### src/rtl/song_sequencer.sv
// Song playback sequencer: walks a synchronous song ROM at one of two tempos, shapes each note
// into a sounding HOLD and a silent GAP, and hands the tone generator to the keyboard when idle.
// Define KEY_PREEMPT_EN to let held keys preempt autoplay while busy.
//
// state | meaning
// IDLE  | no song; keyboard drives the tone generator
// FETCH | ROM address presented, beat pulse, tempo sampled
// LOAD  | ROM data valid, latched into the note register
// HOLD  | note sounding (silent for a rest)
// GAP   | silent tail of the note
// PAUSE | song frozen; saved_q remembers where to resume
module song_sequencer #(
    parameter int TICKS_SLOW = 25000000,
    parameter int TICKS_FAST = 10000000,
    parameter int GAP_TICKS  = 1000000,
    parameter int SONG_LEN   = 70,
    parameter int IDX_W      = 7,
    parameter int NOTE_W     = 4
) (
    input  logic              clk,
    input  logic              rst,
    input  logic              play,
    input  logic              pause,
    input  logic              stop,
    input  logic              tempo,
    input  logic              loop_en,
    input  logic [7:0]        key,
    output logic [IDX_W-1:0]  rom_addr,
    input  logic [NOTE_W-1:0] rom_note,
    output logic [NOTE_W-1:0] note_out,
    output logic              note_on,
    output logic              beat_pulse,
    output logic              busy,
    output logic              done
);
    localparam int TICKS_MAX = (TICKS_SLOW > TICKS_FAST) ? TICKS_SLOW : TICKS_FAST;
    localparam int CNT_W     = $clog2(TICKS_MAX);
    localparam logic [CNT_W-1:0] HOLD_LAST_SLOW = CNT_W'(TICKS_SLOW - GAP_TICKS - 1);
    localparam logic [CNT_W-1:0] HOLD_LAST_FAST = CNT_W'(TICKS_FAST - GAP_TICKS - 1);
    localparam logic [CNT_W-1:0] GAP_LAST_SLOW  = CNT_W'(TICKS_SLOW - 1);
    localparam logic [CNT_W-1:0] GAP_LAST_FAST  = CNT_W'(TICKS_FAST - 1);
    localparam logic [IDX_W-1:0] LAST_IDX       = IDX_W'(SONG_LEN - 1);

    typedef enum logic [2:0] {IDLE, FETCH, LOAD, HOLD, GAP, PAUSE} state_t;

    state_t             state_q, state_d, saved_q, saved_d, cur;
    logic [IDX_W-1:0]   idx_q, idx_d;
    logic [CNT_W-1:0]   cnt_q, cnt_d, hold_last, gap_last;
    logic               slow_q, slow_d;
    logic [NOTE_W-1:0]  song_note_q, song_note_d, note_out_q, note_out_d, key_code;
    logic               note_on_q, note_on_d, beat_q, beat_d, done_q, done_d;
    logic               advance, loading, active, preempt, key_any;

    assign rom_addr   = idx_q;
    assign note_out   = note_out_q;
    assign note_on    = note_on_q;
    assign beat_pulse = beat_q;
    assign done       = done_q;
    assign busy       = (state_q != IDLE);
    assign active     = state_q inside {FETCH, LOAD, HOLD, GAP};
    assign key_any    = |key;
    assign hold_last  = slow_q ? HOLD_LAST_SLOW : HOLD_LAST_FAST;
    assign gap_last   = slow_q ? GAP_LAST_SLOW : GAP_LAST_FAST;

`ifdef KEY_PREEMPT_EN
    assign preempt = busy && key_any;
`else
    assign preempt = 1'b0;
`endif

    // Lowest pressed key wins: key[0] -> code 1 ... key[7] -> code 8.
    always_comb begin
        key_code = '0;
        for (int i = 7; i >= 0; i--) begin
            if (key[i]) key_code = NOTE_W'(i + 1);
        end
    end

    always_comb begin
        state_d = state_q;
        saved_d = saved_q;
        idx_d   = idx_q;
        cnt_d   = cnt_q;
        slow_d  = slow_q;
        done_d  = 1'b0;
        loading = 1'b0;
        advance = 1'b0;
        cur     = state_q;
        if (stop) begin
            state_d = IDLE;
            idx_d   = '0;
            cnt_d   = '0;
        end else if (pause && active) begin
            state_d = PAUSE;
            saved_d = state_q;
        end else if (!preempt) begin
            case (state_q)
                IDLE: if (play) begin
                    state_d = FETCH;
                    idx_d   = '0;
                    cnt_d   = '0;
                end
                PAUSE: if (play) begin
                    // ROM data for an interrupted LOAD is refetched rather than trusted.
                    if (saved_q == LOAD) begin
                        state_d = FETCH;
                        cnt_d   = '0;
                    end else begin
                        advance = 1'b1;
                        cur     = saved_q;
                    end
                end
                default: advance = 1'b1;
            endcase
        end
        if (advance) begin
            case (cur)
                FETCH: begin
                    slow_d  = tempo;
                    cnt_d   = cnt_q + 1'b1;
                    state_d = LOAD;
                end
                LOAD: begin
                    loading = 1'b1;
                    cnt_d   = cnt_q + 1'b1;
                    state_d = HOLD;
                end
                HOLD: begin
                    cnt_d   = cnt_q + 1'b1;
                    state_d = (cnt_q == hold_last) ? GAP : HOLD;
                end
                GAP: begin
                    if (cnt_q == gap_last) begin
                        cnt_d = '0;
                        if (idx_q != LAST_IDX) begin
                            idx_d   = idx_q + 1'b1;
                            state_d = FETCH;
                        end else if (loop_en) begin
                            idx_d   = '0;
                            state_d = FETCH;
                        end else begin
                            idx_d   = '0;
                            state_d = IDLE;
                            done_d  = 1'b1;
                        end
                    end else begin
                        cnt_d   = cnt_q + 1'b1;
                        state_d = GAP;
                    end
                end
                default: ;
            endcase
        end
    end

    // song_note_q keeps the current song note so it can be restored after keyboard preemption.
    always_comb begin
        note_out_d  = note_out_q;
        note_on_d   = 1'b0;
        song_note_d = song_note_q;
        beat_d      = (state_d == FETCH) && (state_q != FETCH);
        if (stop) begin
            note_out_d  = '0;
            song_note_d = '0;
        end else if (((state_q == IDLE) && (state_d == IDLE)) || preempt) begin
            note_out_d = key_code;
            note_on_d  = key_any;
        end else if (state_q == IDLE) begin
            note_out_d  = '0;
            song_note_d = '0;
        end else begin
            if (loading) song_note_d = rom_note;
            note_out_d = song_note_d;
            note_on_d  = (state_d == HOLD) && (song_note_d != '0);
        end
    end

    always_ff @(posedge clk or negedge rst) begin
        if (!rst) begin
            state_q     <= IDLE;
            saved_q     <= IDLE;
            idx_q       <= '0;
            cnt_q       <= '0;
            slow_q      <= 1'b0;
            song_note_q <= '0;
            note_out_q  <= '0;
            note_on_q   <= 1'b0;
            beat_q      <= 1'b0;
            done_q      <= 1'b0;
        end else begin
            state_q     <= state_d;
            saved_q     <= saved_d;
            idx_q       <= idx_d;
            cnt_q       <= cnt_d;
            slow_q      <= slow_d;
            song_note_q <= song_note_d;
            note_out_q  <= note_out_d;
            note_on_q   <= note_on_d;
            beat_q      <= beat_d;
            done_q      <= done_d;
        end
    end
endmodule

### config.mk
export PLATFORM = sky130hd
export DESIGN_NAME = song_sequencer
export DESIGN_NICKNAME = d
export VERILOG_FILES = /design/src/rtl/song_sequencer.sv
export SDC_FILE = /design/constraint.sdc
export NUM_CORES = 1
export LEC_CHECK = 0
export ABC_AREA = 1
export BUFFER_PORTS_ARGS = -buffer_cell sky130_fd_sc_hd__buf_2
export CAP_MARGIN = 20
export CORE_ASPECT_RATIO = 0.9
export CORE_MARGIN = 2
export CORE_UTILIZATION = 60
export DETAILED_ROUTE_END_ITERATION = 10
export PLACE_DENSITY = 0.88
export SYNTH_ARGS = -nofsm -noshare
export SYNTH_HDL_FRONTEND = slang
export SYNTH_SLANG_ARGS = --single-unit
### constraint.sdc
create_clock -name clk -period 2.8 [get_ports clk]
set_input_delay 0.56 -clock clk [delete_from_list [all_inputs] [get_ports clk]]
set_output_delay 0.56 -clock clk [all_outputs]
set_load 0.02 [all_outputs]
==> run metrics <==
synthesized area ~3500 um2; Final Cell Area between 3000 and 4000 um2; Rel. slew slack between 60% and 70%; crit path buf inv count 1; core area 5630 um2; initial drt markers 275; M3 GR Usage 3.25%; gr usage total approximately a quarter; FFs w/ async S/R, synth 100%; PnR worst setup slack about 430 ps; kind of critical path reg -> reg; setup_tns 0 ps; fmax 421 MHz; Worst-Skew Late Latency around 310 ps; crit path max fanout 12; DR vias/cell around 5.5; largest net degree at the start of global routing 26; Yosys warning count 0; Synth Net Count between 400 and 500; Arr. time, crit path 2560 ps; Final GP Congestion ~0.97; synthesized instance count 470; family with the most delay on the worst path simple AND/OR/NAND/NOR gates; first-pass GRT wire length about 13000 um; VDD IR-drop max 693 uV; cts repair resizes 0; clock root buffer clkbuf_8; CTS tree done; CTS Buffer Depth 2; Power Density around 640 nW/um2; Post-DRT Antenna Nets 0; Avg Cell Area, Syn about 7.4 um2; CTS Buf Count 5; DP HPWL ~5700 um; routed length per instance between 10 and 15 um; Seq. cell area roughly 1300 um2; gr busiest metal met2; Placement Setup Slack ~450 ps; CP cell instances ha_1 > nand3_1 > nor3_4 > nand2_1 > nor3_2 > nor2_2 > nor2_4 > nor2_8 > inv_2 > o22ai_1; MaxCap Viol Count 0; vias in the first global route roughly 3000; area leader, netlist dfrtp_1; First-pass DRT Iterations 5; Fillers 445; post-synthesis sequential area ratio 36.1%; ys flop type dfrtp_1; outcome finished clean; non-filler cells, final 577; fin nets about 530; I/O Pins 34; EDFF count, synth 0; Fin. Hold Viols 0; layout cell share with drive strength beyond 1 roughly a fifth; Placed Instance Area approximately 3700 um2; initial core utilization approximately three fifths; CP max stage delay 410 ps; critical path capture point type register; post-CTS setup buffers 0; Worst Hold Class in -> async; clock sinks 50; number of cell rows 26; met1 track demand over resource 33.9%; Diodes inserted 0; Worst EP required roughly 3000 ps; hold_buf cts 0; Die H 76.1 um; port bufs 33; Least-Margin Pin Slew a little over 500 ps; top cells by count, synth nand2_1 (115), inv_1 (72), dfrtp_1 (50), nor2_1 (47), o21ai_0 (27); die width about 84 um; period utilization 84.8%; synthesis-stage register bit count 50; Hold WS between 100 and 150 ps; final setup vio count 0; Multi-input gate area 1850 um2; slowest CP cell dfrtp_1; most frequent cell after synthesis nand2_1; final WL 7600 um; Final Max Tran Viols 0; post-synthesis cell type count 43; grt met2 use 40.9%; clk_skew 3.33 ps; RSZ-0062 raised after global routing no; placed cell count ~570; minimum clock period ~2400 ps; routed via count approximately 3200; DRC violations left 0; Synth top area share between 30% and 40%; H-Tree Depth 2; clock slew at reported path FFs about 90 ps; Overflow after GRT 0; area grow syn2layout 9.18%; CP startpoint kind register; DIE AREA around 6400 um2; initial antenna violation count 0; total leakage power 1.84 nW; main area contributors after synthesis dfrtp_1 (36%), nand2_1 (12%), inv_1 (7.8%)
## cell usage in the layout (no fill, tap or decap), types with 8 or more instances in the layout
cell type    n
nand3_1     22
a21oi_1     13
o22ai_2     10
buf_2       33
nor2_1      47
inv_2        8
o21ai_0     27
xor2_1      13
inv_1       72
nand2_1    115
nor2_2       9
nor3_1       8
nand4_1     14
dfrtp_1     50
## cell type report
type                            instances  share of cell area (%)
Clock buffer                            6                    2.18
Clock inverter                          2                   0.463
Sequential cell                        50                    33.1
Multi-Input combinational cell        332                    48.9
Inverter                               81                    8.04
Tap cell                               70                    2.32
Timing Repair Buffer                   36                    4.97
## kinds of logic after synthesis
group	after synthesis	synth area share [%]
XOR/XNOR	14	3.54
adder cells (fa/ha/maj)	3	1.08
flip-flops	50	36.1
buffers and inverters	88	10.4
AO/OA/AOI/OAI	71	13.6
AND/OR/NAND/NOR	244	35.2
## power breakdown
group          internal, mW  leakage (nW)  switching [mW]
sequential            0.801         0.687          0.0831
combinational         0.314          1.10           0.770
clock                 0.204        0.0514           0.255
total                  1.32          1.84            1.11
## final timing paths
kind	start	endpoint	slack, ps	cells past startpoint
worst max-delay path	cnt_q[0]	cnt_q[18]	430	10
max in group asynchronous	rst	beat_pulse	2080	2
min in group clk	tempo	slow_q	480	3
worst min-delay path	rst	cnt_q[18]	140	1
worst max register to register	cnt_q[0]	cnt_q[18]	430	10
worst min register to register	song_note_q[2]	song_note_q[2]	480	2
## metal layers
metal	routed length [um]	vias to the layer above	part of all wire, %
met1	3420	1459	45
met4	74	0	0.97
met5	0	-	0
met2	3670	115	48
met3	438	9	5.8
li1	-	1587	-
## stage by stage
| stage | utilization, % | total power [mW] |
|---|---|---|
| floorplan | - | 1.77 |
| global placement | 65.4 | 1.93 |
| detailed placement | 65.4 | 1.97 |
| CTS | 67.2 | 2.43 |
| global route | 67.2 | 2.58 |
| finish | 67.2 | 2.43 |
## sequential cells by signal, summed over array words and instances, names as in the netlist
signal,count
saved_q,3
note_out,4
cnt_q,25
note_on,1
done,1
beat_pulse,1
rom_addr,7
state_q,3
song_note_q,4
slow_q,1
No activity file was read; power rests on OpenSTA's default activity.
